File: src/rtl/xor_cipher_ctrl.sv
// Sequencer/arbiter for a shared 4-bit XOR datapath: round-robin grant between
// an encrypt (ch0) and decrypt (ch1) requester, per-channel rolling key, valid/ready result.

module xor_cipher_chan #(
  parameter bit ROT_EN = 1'b1
) (
  input  logic       clk,
  input  logic       rst_n,
  input  logic       clr,
  input  logic       inc,
  input  logic [3:0] key,
  output logic [3:0] rkey
);
  logic [1:0] cnt;
  logic [1:0] amt;

  always_ff @(posedge clk or negedge rst_n) begin
    if (!rst_n)   cnt <= 2'd0;
    else if (clr) cnt <= 2'd0;
    else if (inc) cnt <= cnt + 2'd1;
  end

  assign amt = ROT_EN ? cnt : 2'd0;

  always_comb begin
    rkey = key;
    case (amt)
      2'd1:    rkey = {key[2:0], key[3]};
      2'd2:    rkey = {key[1:0], key[3:2]};
      2'd3:    rkey = {key[0],   key[3:1]};
      default: rkey = key;
    endcase
  end
endmodule

module xor_cipher_ctrl #(
  parameter bit         ROT_EN    = 1'b1,
  parameter logic [3:0] KEY_RESET = 4'b0000
) (
  input  logic       Clock,
  input  logic       Resetn,
  input  logic       KeyLoad,
  input  logic [3:0] KeyIn,
  input  logic [1:0] Req,
  input  logic [3:0] Data0,
  input  logic [3:0] Data1,
  output logic [1:0] Gnt,
  output logic [3:0] XorWord,
  output logic [3:0] XorKey,
  input  logic [3:0] XorOut,
  output logic       OutValid,
  output logic [3:0] OutData,
  output logic       OutId,
  input  logic       OutReady,
  output logic       Busy
);
  localparam int NUM_CH = 2;

  typedef enum logic [1:0] {IDLE, ISSUE, HOLD} state_t;

  state_t     state, state_nxt;
  logic [3:0] key, key_next;
  logic       pend_key;
  logic       last_gnt;
  logic       id_reg;
  logic [1:0] gnt_d;
  logic [1:0] pick;
  logic       load_key, capture, accept;
  logic [NUM_CH-1:0][3:0] rkey;
  logic [NUM_CH-1:0]      inc;

  genvar c;
  generate
    for (c = 0; c < NUM_CH; c++) begin : g_ch
      assign inc[c] = accept && (OutId == c[0]);
      xor_cipher_chan #(.ROT_EN(ROT_EN)) u_chan (
        .clk  (Clock),
        .rst_n(Resetn),
        .clr  (load_key),
        .inc  (inc[c]),
        .key  (key),
        .rkey (rkey[c])
      );
    end
  endgenerate

  // Round-robin: on a tie the channel that did not win last time goes first.
  always_comb begin
    pick = Req;
    if (Req == 2'b11) pick = last_gnt ? 2'b01 : 2'b10;
  end

  always_comb begin
    state_nxt = state;
    gnt_d     = 2'b00;
    load_key  = 1'b0;
    capture   = 1'b0;
    accept    = 1'b0;
    case (state)
      IDLE: begin
        // A pending key load always beats arbitration and burns the cycle.
        if (pend_key) begin
          load_key = 1'b1;
        end else if (Req != 2'b00) begin
          gnt_d     = pick;
          state_nxt = ISSUE;
        end
      end
      ISSUE: begin
        capture   = 1'b1;
        state_nxt = HOLD;
      end
      HOLD: begin
        if (OutReady) begin
          accept    = 1'b1;
          state_nxt = IDLE;
        end
      end
      default: state_nxt = IDLE;
    endcase
  end

  always_ff @(posedge Clock or negedge Resetn) begin
    if (!Resetn) state <= IDLE;
    else         state <= state_nxt;
  end

  always_ff @(posedge Clock or negedge Resetn) begin
    if (!Resetn) begin
      pend_key <= 1'b0;
      key_next <= 4'b0000;
      key      <= KEY_RESET;
    end else begin
      if (KeyLoad) begin
        pend_key <= 1'b1;
        key_next <= KeyIn;
      end else if (load_key) begin
        pend_key <= 1'b0;
      end
      if (load_key) key <= key_next;
    end
  end

  // Word/key are latched into the datapath drive registers at grant time so
  // the datapath settles during ISSUE and they hold until the next grant.
  always_ff @(posedge Clock or negedge Resetn) begin
    if (!Resetn) begin
      Gnt     <= 2'b00;
      XorWord <= 4'b0000;
      XorKey  <= 4'b0000;
      id_reg  <= 1'b0;
    end else begin
      Gnt <= gnt_d;
      if (gnt_d != 2'b00) begin
        XorWord <= gnt_d[1] ? Data1 : Data0;
        XorKey  <= rkey[gnt_d[1]];
        id_reg  <= gnt_d[1];
      end
    end
  end

  always_ff @(posedge Clock or negedge Resetn) begin
    if (!Resetn) begin
      OutValid <= 1'b0;
      OutData  <= 4'b0000;
      OutId    <= 1'b0;
      last_gnt <= 1'b1;
    end else begin
      if (capture) begin
        OutValid <= 1'b1;
        OutData  <= XorOut;
        OutId    <= id_reg;
      end else if (accept) begin
        OutValid <= 1'b0;
        last_gnt <= OutId;
      end
    end
  end

  assign Busy = (state != IDLE);
endmodule

File: config.mk
export PLATFORM = sky130hd
export DESIGN_NAME = xor_cipher_ctrl
export DESIGN_NICKNAME = d
export VERILOG_FILES = /design/src/rtl/xor_cipher_ctrl.sv
export SDC_FILE = /design/constraint.sdc
export NUM_CORES = 1
export LEC_CHECK = 0
export ABC_AREA = 0
export CAP_MARGIN = 20
export CORE_ASPECT_RATIO = 2
export CORE_MARGIN = 2
export CORE_UTILIZATION = 52
export CTS_CLUSTER_SIZE = 25
export DETAILED_ROUTE_END_ITERATION = 7
export GPL_ROUTABILITY_DRIVEN = 1
export GPL_TIMING_DRIVEN = 0
export PLACE_DENSITY = 0.83
export SLEW_MARGIN = 20
export SYNTH_ARGS = -nofsm -noshare
export SYNTH_HDL_FRONTEND = slang
export SYNTH_SLANG_ARGS = --single-unit
File: constraint.sdc
create_clock -name Clock -period 3.9 [get_ports Clock]
set_input_delay 0.39 -clock Clock [delete_from_list [all_inputs] [get_ports Clock]]
set_output_delay 0.39 -clock Clock [all_outputs]
set_load 0.005 [all_outputs]
==> After elaboration in Yosys (flattened, before gate mapping) <==
Index checks and enable logic that the tools add are counted.
{ "totals": {"ff_bits": 33, "latch_bits": 0, "ramBits": 0, "romBits": 0, "inputBits": 22, "out_inout_bits": 17, "elab_cells": 70, "mem_count": 0} }
{ "op_classes": {"add_sub_neg": 2, "multipliers": 0, "div_mod_pow": 0, "order_cmp": 1, "eq_ne": 12, "n_shift": 0, "n_mux": 27, "n_bitwise": 2, "n_reduce_logical": 12} }
{ "op_table": {"columns": ["cell", "n"], "rows": [
  ["2-bit two-way mux", 12],
  ["4-bit case mux with 3 select lines", 2],
  ["2-bit nonzero test", 7],
  ["2-bit == test (second input constant)", 6],
  ["4-bit two-way mux", 3],
  ["1-bit two-way mux", 9],
  ["2-bit by 1-bit == test with 1-bit output (second input constant)", 3],
  ["2-bit inequality test (second input constant)", 3],
  ["2-bit case mux with 3 select lines", 1],
  ["2-bit by 1-bit adder with 2-bit output (second input constant)", 2],
  ["3-bit AND reduction", 1],
  ["1-bit logical AND", 2],
  ["2-bit zero test", 1],
  ["1-bit by 2-bit less-than comparator with 1-bit output (second input constant)", 1],
  ["1-bit NOT", 2],
  ["2-bit AND reduction", 1]
]} }

==> Logic depth before layout (Yosys ltp) <==
Gate-level depths: netlist of run 1.
{ "logic_depth": {"depth_word": 7, "depth_mapped": 6} }

==> Cells and area by module <==
From an unflattened synthesis of run 1, not the netlist that was laid out.
{ "hier_totals": {"cells_unflattened": 153, "hier_area_um2": 1695.4} }
{ "modules_own_cells": {"columns": ["mod", "instances", "cells_per_inst", "area_each_um2", "seq_area_each_um2"], "rows": [
  ["xor_cipher_ctrl", 1, 103, 1229.9, 726.9],
  ["xor_cipher_chan", 2, 25, 232.7, 50.0]
]} }

==> Least setup slack after synthesis of run 1 <==
OpenSTA, ideal clock, no wires.
{ "synth_timing": {"path_type": "flip-flop to flip-flop", "startpoint": "reg g_ch[0].u_chan.cnt[0]", "endpoint": "reg XorKey[0]", "setup_time_ns": 0.126, "arrival_time_ns": 1.371, "slack_ns": 2.403, "path_stages_with_launch": 6, "path_buffers": 0, "period_less_slack_ns": 1.497, "path_cell_list": "dfrtp_1 inv_1 ha_1 a222oi_1 mux2i_1 a221o_1"} }
{ "synth_between": {"elab_chain_cells": 4, "word_cells_on_any_way": 6, "cone_classes": "eq/ne: 3; mux: 3"} }
{ "synth_rtl": {"columns": ["element", "line", "text"], "rows": [
  ["start, declared", "14", "logic [1:0] cnt;"],
  ["start signal, assigned", "20", "else if (inc) cnt <= cnt + 2'd1;"],
  ["2-bit == test / 2-bit by 1-bit == test with 1-bit output (equally long branches)", "27", "case (amt)"],
  ["4-bit case mux with 3 select lines (*)", "27", null],
  ["4-bit two-way mux (implied by the code) (*) (2 in series)", "156", "XorKey <= rkey[gnt_d[1]];"],
  ["end signal, assigned", "156", null],
  ["end, declared", "49", "output logic [3:0] XorKey,"]
]} }
Mark *: on every way between the ends. The rest lies on a longest branch, timed or not. The select of a mux whose other input is x is not followed.
A chain may end at the register's enable or synchronous reset.

==> Worst setup path in the final report of run 1 <==
{ "layout_timing": {"startpoint": "reg state[0]", "endpoint": "out Busy"} }
{ "layout_between": {"elab_chain_cells": 1} }
{ "layout_rtl": {"columns": ["element", "line", "text"], "rows": [
  ["start, declared", "61", "state_t state, state_nxt;"],
  ["start signal, assigned", "125", "else state <= state_nxt;"],
  ["2-bit nonzero test", "180", "assign Busy = (state != IDLE);"],
  ["end, declared", "55", "output logic Busy"]
]} }
Every way passes these cells.

==> out/results.ini, run 1 <==
[hold_path]
worstHoldPathType=in2async

[detailed_routing]
viasPerCell=5.75
wire_per_inst_um=15.7
ant_nets=0
firstDrtPassIters=5
drc=0
num_vias=1220
drt_iter0_drc=49
postRouteWirelength_mm=3.32

[critical_path]
reg2reg_to=XorKey[2]$_DFFE_PN0P_
slowest_stage=dfrtp_1
critPathMaxFanout=8
worstSetupStartpointType=flip-flop
worstRegToRegCells=5
endpoint=Busy
cp.required_ps=3510
critical_path_depth=2
crit_path_end_kind=primary output
crit_family=flip-flops
reg2reg_from=g_ch[0].u_chan.amt[0]$_DFFE_PN0P_
crit_buf_inv=1
worstPathArrival_ps=1560
r2r_slack_ps=2160
crit_type=reg2out
path_cells=or2_2, clkdlybuf4s50_1
crit_path_start=state[0]$_DFFE_PN0P_
crit_path_max_incr_delay_ps=470

[clocking]
cts_buffers=5
clockBufferDepth=2
post_cts_buffers=0
cts_sinks=33
cts_root_buf=clkbuf_8
cts.clk_slew.worst_paths_ps=70
cts_hold_buf=0
h-tree-depth=2
insertion_delay_ps=280
post_cts_resized=0
cts_tree=built

[final_layout]
drive_gt1_share_pct=14.3
finalNonFillerCells=212
finalNetCount=212
postLayoutCoreUtil_pct=71.5
seq_area_um2=827
multi_input_area_um2=709
diodes=0
fin_area_um2=2100
synthToLayoutAreaGrowth_pct=31.4
nFillCells=236

[synthesis]
synth.net_count=167
seq_area_frac_synth_pct=51.7
syn_inst=137
ys_ff_latch=33
syn_area_um2=1600
synth-edff-count=0
syn_area_per_cell_um2=11.7
synth_cell_types=28
synthArstFlopShare_pct=100
synth_ff_type=dfrtp_1
yosys_warnings=0

[placement]
routabilityCongestion=0.745
dp.cells=205
pre_cts_slack_ps=2020
port_buffers=38
dp_hpwl_mm=2.62
place_area_um2=2010

[floorplanning]
core_area_um2=2940
start_util_pct=54.4
ioPinCount=39
fp-row-count=28
die_h_um=82.5
dieArea_um2=3560
die-width_um=43.2

[timing]
worstMarginPinSlew_ps=726
min_period_over_period_pct=50.1
drv_slew=0
rsz0062_at_grt=false
holdWs_ps=161
worst_slack_ps=1950
final-setup-viol-count=0
tns_ps=0
hold_viol_final=0
clock_skew_ps=6.39
clock.fmax_ghz=0.512
max-slew-margin-rel_pct=51.6
post-route-min-period_ps=1950

[power_and_ir_drop]
ir_worst_vdd_mv=0.594
power.leakage_nw=0.964
total_power_mw=1.44
p_per_area_nw_per_um2=687

[run_status]
status=completed

[global_routing]
grt_pass1_vias=1279
grt_max_degree=34
grtUsageTotal_pct=20.8
antenna_found_initial=0
grt.overflow.total=0
grt_first_pass_wirelength_mm=5.33

[flow_run]
drv_cap=0

==> worst register-to-register path: stages, from the launching register on <==
cell and delay [ps]:
dfrtp_1 410, inv_1 80, ha_1 240, a222oi_1 430
mux2i_1 130, a221o_1 330
==> cells in the final DEF (no fill, tap or decap), types with 5 or more instances in the layout <==
master,Yosys,layout
o21ai_0,9,9
clkdlybuf4s50_1,0,37
a222oi_1,8,8
clkbuf_8,0,6
nor2_1,5,5
mux2_2,9,9
ha_1,8,8
dfrtp_1,32,32
mux2i_1,10,10
nand2_1,11,11
nor2b_1,5,5
inv_1,11,11
==> kinds of logic after synthesis <==
family	after synthesis	synth area share, %
flip-flops	33	51.7
adder cells (fa/ha/maj)	8	6.26
buffers and inverters	16	3.99
XOR/XNOR	2	1.09
AND/OR/NAND/NOR	29	10.3
AO/OA/AOI/OAI	30	14.1
multiplexers	19	12.6
==> per-layer routing <==
metal	share of wire [%]	global-route usage, %	routed length (um)	vias to the layer above
met5	0	0	0	-
met4	3.5	13.9	116	0
met3	5.2	5.87	172	10
met2	58	40.6	1940	39
met1	33	16.8	1090	588
li1	-	-	-	583
==> layout make-up <==
cell class              instances  share of cell area, %
inverters                      12                   2.20
repair buffers                 38                   17.8
well taps                      30                   1.78
plain buffers                   4                  0.833
multi-input cells              88                   33.7
clock buffers                   6                   3.93
flip-flops and latches         33                   39.3
clock inverters                 1                  0.357
==> cells in the mapped netlist, drive strengths merged, types with 2 or more instances <==
| cell | count | area (um^2) |
|---|---|---|
| or2 | 2 | 12.5 |
| ha | 8 | 100 |
| a222oi | 8 | 80.1 |
| inv | 11 | 41.3 |
| nor3 | 2 | 21.3 |
| buf | 3 | 13.8 |
| o21ai | 10 | 50.0 |
| nand2 | 11 | 41.3 |
| a21o | 2 | 15.0 |
| a211oi | 4 | 30.0 |
| xnor2 | 2 | 17.5 |
| mux2 | 9 | 101 |
| nor2 | 6 | 25.0 |
| dfrtp | 32 | 801 |
| nor2b | 5 | 31.3 |
| mux2i | 10 | 100 |
| a221o | 4 | 40.0 |
| a21oi | 2 | 10.0 |
==> report_power, final <==
part           internal, mW  switching (mW)  leakage [nW]  total (mW)
sequential            0.479           0.120         0.408       0.599
clock                 0.139           0.120        0.0433       0.260
combinational         0.336           0.249         0.513       0.586
total                 0.955           0.489         0.964        1.44
==> worst min path at each step <==
stage | from | end | slack, ps | cells after the start
floorplan | Resetn | Gnt[0]$_DFF_PN0_ | 90 | 0
global placement | key_next[1]$_DFFE_PN0P_ | key[1]$_DFFE_PN0P_ | 460 | 2
detailed placement | key_next[1]$_DFFE_PN0P_ | key[1]$_DFFE_PN0P_ | 470 | 2
CTS | Resetn | XorKey[3]$_DFFE_PN0P_ | 180 | 1
global route | Resetn | XorKey[3]$_DFFE_PN0P_ | 210 | 1
finish | Resetn | XorKey[3]$_DFFE_PN0P_ | 160 | 1
No activity file was read; power rests on OpenSTA's default activity.
==> run 2: changes to the inputs <==
--- a/config.mk
+++ b/config.mk
@@ -9,12 +9,12 @@
 export CAP_MARGIN = 20
 export CORE_ASPECT_RATIO = 2
 export CORE_MARGIN = 2
-export CORE_UTILIZATION = 52
+export CORE_UTILIZATION = 49
 export CTS_CLUSTER_SIZE = 25
 export DETAILED_ROUTE_END_ITERATION = 7
 export GPL_ROUTABILITY_DRIVEN = 1
 export GPL_TIMING_DRIVEN = 0
-export PLACE_DENSITY = 0.83
+export PLACE_DENSITY = 0.79
 export SLEW_MARGIN = 20
 export SYNTH_ARGS = -nofsm -noshare
 export SYNTH_HDL_FRONTEND = slang
==> constraint.sdc (replaced) <==
create_clock -name Clock -period 2.05 [get_ports Clock]
set_input_delay 0.205 -clock Clock [delete_from_list [all_inputs] [get_ports Clock]]
set_output_delay 0.205 -clock Clock [all_outputs]
set_load 0.005 [all_outputs]
==> run 2 against run 1 <==
  * Non-clock buffer count is 1 higher
  * First-iteration DRC count is 39% lower
  * Die area is 5.7% higher
  * Sequential power is 92% higher
  * Power is 100% higher
  * Global-route usage is 0.14 points lower
  * Critical path depth is 4 higher
  * Final area is 1.8% higher
  * Final cell count is 1.4% higher
  * Critical endpoint is now XorKey[2]$_DFFE_PN0P_
==> out/results.ini, run 2 (synthesis results as in run 1) <==
[clocking]
cts_sinks=33  ; unchanged
h-tree-depth=2  ; unchanged
cts_tree=built  ; unchanged
insertion_delay_ps=280  ; about the same
cts_root_buf=clkbuf_8  ; unchanged
clockBufferDepth=2  ; unchanged
post_cts_buffers=0  ; unchanged
post_cts_resized=0  ; unchanged
cts.clk_slew.worst_paths_ps=70  ; about the same
cts_buffers=5  ; unchanged

[timing]
worst_slack_ps=276  ; was 1950 ps
max-slew-margin-rel_pct=51.3  ; was 51.6%
final-setup-viol-count=0  ; unchanged
min_period_over_period_pct=86.5
clock_skew_ps=7.13  ; was 6.39 ps
clock.fmax_ghz=0.564
holdWs_ps=480  ; was 161 ps
tns_ps=0  ; unchanged
rsz0062_at_grt=false  ; unchanged
hold_viol_final=0  ; unchanged
post-route-min-period_ps=1770
drv_slew=0  ; unchanged
worstMarginPinSlew_ps=730  ; was 726 ps

[final_layout]
fin_area_um2=2140  ; was 2100 um^2
finalNonFillerCells=215  ; was 212
diodes=0  ; unchanged
postLayoutCoreUtil_pct=67.8  ; was 71.5%
mostFrequentLayoutCells=37 x clkdlybuf4s50_1, 32 x dfrtp_1, 11 x inv_1, 11 x nand2_1, 10 x mux2i_1  ; unchanged
drive_gt1_share_pct=14.1  ; was 14.3%
layout_commonest_cell=clkdlybuf4s50_1  ; unchanged
nFillCells=260  ; was 236
finalNetCount=213  ; was 212
synthToLayoutAreaGrowth_pct=33.8  ; was 31.4%

[global_routing]
grt_first_pass_wirelength_mm=5.78  ; was 5.33 mm
grt_max_degree=34  ; unchanged
grt.overflow.total=0  ; unchanged
antenna_found_initial=0  ; unchanged
grt_pass1_vias=1329  ; was 1279
grtUsageTotal_pct=20.7  ; was 20.8%

[flow_run]
drv_cap=0  ; unchanged

[floorplanning]
start_util_pct=50.7  ; was 54.4%
core_area_um2=3160  ; was 2940 um^2
fp-row-count=29  ; was 28
ioPinCount=39  ; unchanged
dieArea_um2=3770  ; was 3560 um^2
die_h_um=84.8  ; was 82.5 um
die-width_um=44.4  ; was 43.2 um

[critical_path]
crit_path_end_kind=flip-flop  ; was primary output
worstPathArrival_ps=1940  ; was 1560 ps
crit_type=reg2reg  ; was reg2out
worstSetupStartpointType=flip-flop  ; unchanged
r2r_slack_ps=280  ; was 2160 ps
cp.required_ps=2220  ; was 3510 ps
critPathMaxFanout=4  ; was 8
worstRegToRegCells=6  ; was 5

[power_and_ir_drop]
p_per_area_nw_per_um2=1350  ; was 687 nW/um^2
power.leakage_nw=0.984  ; was 0.964 nW
ir_worst_vdd_mv=0.943  ; was 0.594 mV
total_power_mw=2.90  ; was 1.44 mW

[placement]
pre_cts_slack_ps=326  ; was 2020 ps
dp_hpwl_mm=2.61  ; was 2.62 mm
routabilityCongestion=0.769  ; was 0.745
place_area_um2=2010  ; about the same
dp.cells=206  ; was 205
port_buffers=38  ; unchanged

[detailed_routing]
ant_nets=0  ; unchanged
firstDrtPassIters=5  ; unchanged
drt_iter0_drc=30  ; was 49
viasPerCell=5.79  ; was 5.75
num_vias=1244  ; was 1220
drc=0  ; unchanged
postRouteWirelength_mm=3.46  ; was 3.32 mm
wire_per_inst_um=16.1  ; was 15.7 um

[hold_path]
worstHoldPathType=reg2reg  ; was in2async
min_delay_path_depth=2

[run_status]
status=completed  ; unchanged

[run 2: cell count changes in the layout (fill, tap and decap cells not counted)]
cell,delta
bufinv_16,+1
clkbuf_1,+1
clkinvlp_4,-1
dlygate4sd3_1,+1
[run 2: area by class of cell]
cell class,instances,area (um^2),share of cell area (%)
repair buffers,39,385,18.0
well taps,31,38.8,1.81
multi-input cells,88,709,33.1
inverters,12,46.3,2.16
clock buffers,7,86.3,4.03
clock inverters,1,30.0,1.40
plain buffers,4,17.5,0.818
flip-flops and latches,33,827,38.6
[run 2: worst max-delay path, stage by stage (launching register included)]
cell      delay [ps]
dfrtp_1          390
inv_1            100
ha_1             260
a222oi_1         400
nor2b_1          190
a211oi_1          60
a221o_1          260
[run 2: layer usage]
metal | up-vias | track usage [%] | share of wire (%)
li1 | 585 | - | -
met1 | 606 | 20.1 | 34
met2 | 43 | 37.2 | 57
met3 | 10 | 4.89 | 4.8
met4 | 0 | 12.1 | 4.0
met5 | - | 0 | 0
[run 2: path summary, 6_finish.rpt]
check / startpoint / end
max: g_ch[1].u_chan.amt[0]$_DFFE_PN0P_ / XorKey[2]$_DFFE_PN0P_
min: XorWord[3]$_DFFE_PN0P_ / XorWord[3]$_DFFE_PN0P_
max reg2reg: g_ch[1].u_chan.amt[0]$_DFFE_PN0P_ / XorKey[2]$_DFFE_PN0P_
min reg2reg: XorWord[3]$_DFFE_PN0P_ / XorWord[3]$_DFFE_PN0P_
max in group asynchronous: Resetn / OutValid$_DFFE_PN0P_
min in group asynchronous: Resetn / Gnt[0]$_DFF_PN0_
[run 2: power breakdown]
group,total [mW],internal [mW],switching [mW],leakage [nW]
combinational,1.12,0.641,0.482,0.517
sequential,1.15,0.912,0.234,0.408
clock,0.628,0.396,0.232,0.0585
total,2.90,1.95,0.948,0.984
[run 2: repair_timing]
item                       4_1_cts  5_1_grt
hold endpoints to repair         3        0
setup endpoints to repair        0        0
hold buffers                     1        0
==> run 3: changes to the inputs <==
--- a/config.mk
+++ b/config.mk
@@ -8,8 +8,9 @@
 export ABC_AREA = 0
 export CAP_MARGIN = 20
 export CORE_ASPECT_RATIO = 2
-export CORE_MARGIN = 2
+export CORE_MARGIN = 1
 export CORE_UTILIZATION = 49
+export CTS_CLUSTER_DIAMETER = 50
 export CTS_CLUSTER_SIZE = 25
 export DETAILED_ROUTE_END_ITERATION = 7
 export GPL_ROUTABILITY_DRIVEN = 1
==> constraint.sdc (replaced) <==
create_clock -name Clock -period 2.05 [get_ports Clock]
set_input_delay 0.615 -clock Clock [delete_from_list [all_inputs] [get_ports Clock]]
set_output_delay 0.615 -clock Clock [all_outputs]
set_load 0.005 [all_outputs]
==> run 3 against run 2 <==
  * Global-route usage up 1.4 points
  * Via count up 0.16%
  * Critical path depth down 4
  * Die area down 6.8%
  * Clock-buffer cell count up 1
  * Power down 3.7%
  * Sequential share of layout area up 0.48 points
  * Largest power group is now combinational cells
==> out/results.ini, run 3 (synthesis results as in run 1) <==
[critical_path]
crit_path_end_kind=primary output  ; was flip-flop
critPathMaxFanout=3  ; was 4
crit_type=reg2out  ; was reg2reg
worstPathArrival_ps=1270  ; was 1940 ps
crit_path_start=state[0]$_DFFE_PN0P_  ; was g_ch[1].u_chan.amt[0]$_DFFE_PN0P_
worstSetupStartpointType=flip-flop  ; unchanged
cp.required_ps=1430  ; was 2220 ps
reg2reg_from=g_ch[0].u_chan.amt[0]$_DFFE_PN0P_  ; was g_ch[1].u_chan.amt[0]$_DFFE_PN0P_

[floorplanning]
core_area_um2=3160  ; unchanged
dieArea_um2=3510  ; was 3770 um^2
fp-row-count=29  ; unchanged
ioPinCount=39  ; unchanged
die_h_um=82.8  ; was 84.8 um
start_util_pct=50.7  ; unchanged
die-width_um=42.4  ; was 44.4 um

[power_and_ir_drop]
p_int_mw=1.84  ; was 1.95 mW
switchingPower_mw=0.951  ; was 0.948 mW
p_per_area_nw_per_um2=1320  ; was 1350 nW/um^2
seqPwrFrac_pct=40.2  ; was 39.5%
total_power_mw=2.79  ; was 2.90 mW
combPwrFrac_pct=41.7  ; was 38.8%
switching_share_pct=34.1  ; was 32.7%
ir_worst_vdd_mv=1.07  ; was 0.943 mV
power.leakage_nw=0.976  ; was 0.984 nW
power.share.clock_pct=18.1  ; was 21.7%

[placement]
dp_hpwl_mm=2.55  ; was 2.61 mm
dp.cells=206  ; unchanged
routabilityCongestion=0.735  ; was 0.769
port_buffers=38  ; unchanged
pre_cts_slack_ps=-81.4  ; was 326 ps

[final_layout]
synthToLayoutAreaGrowth_pct=32.5  ; was 33.8%
finalNetCount=214  ; was 213
diodes=0  ; unchanged
layout_commonest_cell=clkdlybuf4s50_1  ; unchanged
mostFrequentLayoutCells=36 x clkdlybuf4s50_1, 30 x dfrtp_1, 11 x inv_1, 11 x nand2_1, 10 x mux2i_1  ; was 37 x clkdlybuf4s50_1, 32 x dfrtp_1, 11 x inv_1, 11 x nand2_1, 10 x mux2i_1
finalNonFillerCells=216  ; was 215
drive_gt1_share_pct=15.7  ; was 14.1%

[detailed_routing]
ant_nets=0  ; unchanged
viasPerCell=5.77  ; was 5.79
drt_iter0_drc=32  ; was 30
firstDrtPassIters=6  ; was 5
postRouteWirelength_mm=3.49  ; was 3.46 mm
num_vias=1246  ; was 1244
wire_per_inst_um=16.1  ; about the same
drc=0  ; unchanged

[timing]
clock.fmax_ghz=0.529  ; was 0.564 GHz
min_period_over_period_pct=92.2  ; was 86.5%
post-route-min-period_ps=1890  ; was 1770 ps
final-setup-viol-count=0  ; unchanged
hold_viol_final=0  ; unchanged
drv_slew=0  ; unchanged
worstMarginPinSlew_ps=742  ; was 730 ps
clock_skew_ps=5.94  ; was 7.13 ps
rsz0062_at_grt=false  ; unchanged
worst_slack_ps=161  ; was 276 ps
max-slew-margin-rel_pct=50.6  ; was 51.3%

[clocking]
cts.clk_slew.worst_paths_ps=70  ; about the same
cts_sinks=33  ; unchanged
cts_hold_buf=0  ; was 1
clockBufferDepth=2  ; unchanged
cts_root_buf=clkbuf_8  ; unchanged
cts_tree=built  ; unchanged
h-tree-depth=2  ; unchanged
cts_buffers=5  ; unchanged
insertion_delay_ps=290  ; was 280 ps

[flow_run]
drv_cap=0  ; unchanged

[global_routing]
antenna_found_initial=0  ; unchanged
grt_pass1_vias=1272  ; was 1329
grtUsageTotal_pct=22.1  ; was 20.7%
grt.overflow.total=0  ; unchanged
grt_max_degree=34  ; unchanged
grt_first_pass_wirelength_mm=5.76  ; was 5.78 mm

[hold_path]
worstHoldPathType=in2async  ; was reg2reg

[run_status]
status=completed  ; unchanged

==> run 3: worst paths after layout <==
kind                       depth (start not counted)  slack, ps                    end
max in group asynchronous                          1       1140   state[1]$_DFFE_PN0P_
min                                                1        380     key[1]$_DFFE_PN0P_
min in group Clock                                 2        470     key[1]$_DFFE_PN0P_
min reg2reg                                        2        470     key[1]$_DFFE_PN0P_
max                                                2        160                   Busy
max reg2reg                                        5        330  XorKey[2]$_DFFE_PN0P_
==> run 3: critical path, cell delays in order (launching register included) <==
cell and delay, ps:
dfrtp_2 400, or2_2 320, dlygate4sd2_1 270
==> run 3: power by group through the flow <==
| stage | Combinational [mW] | Clock, mW | Sequential [mW] |
|---|---|---|---|
| finish | 1.16 | 0.506 | 1.12 |
| global route | 1.28 | 0.546 | 1.15 |
| CTS | 1.17 | 0.512 | 1.12 |
| detailed placement | 1.12 | 0 | 1.15 |
| global placement | 1.08 | 0 | 1.13 |
| floorplan | 0.614 | 0 | 1.12 |
==> run 3: repair_timing <==
item | CTS | global route
setup endpoints to repair | 1 | 0
gates resized for setup | 3 | 0
buffers inserted | 2 | 0
==> run 3: routing by layer <==
layer	GRT usage, %	share of wire (%)	up-vias
met5	0	0	-
met3	6.09	4.4	7
li1	-	-	592
met1	20.7	35	603
met2	41.7	58	44
met4	9.66	2.0	0
==> run 3: layout make-up <==
type	count	area [um^2]
Inverter	12	46.3
Buffer	4	17.5
Sequential cell	33	830
Tap cell	31	38.8
Clock buffer	8	90.1
Multi-Input combinational cell	88	709
Fill cell	265	1040
Timing Repair Buffer	40	389
==> run 3: through the flow <==
step | cell area, um^2 | hold slack, ps | setup TNS (ps) | utilization (%)
2_1_floorplan | 1600 | 319 | 0 | -
3_3_place_gp | 2020 | 460 | -7040 | 64.0
3_5_place_dp | 2010 | 470 | -224 | 63.8
4_1_cts | 2120 | 407 | 0 | 67.2
5_1_grt | 2120 | 445 | 0 | 67.2
6_report | 2120 | 383 | 0 | 67.2
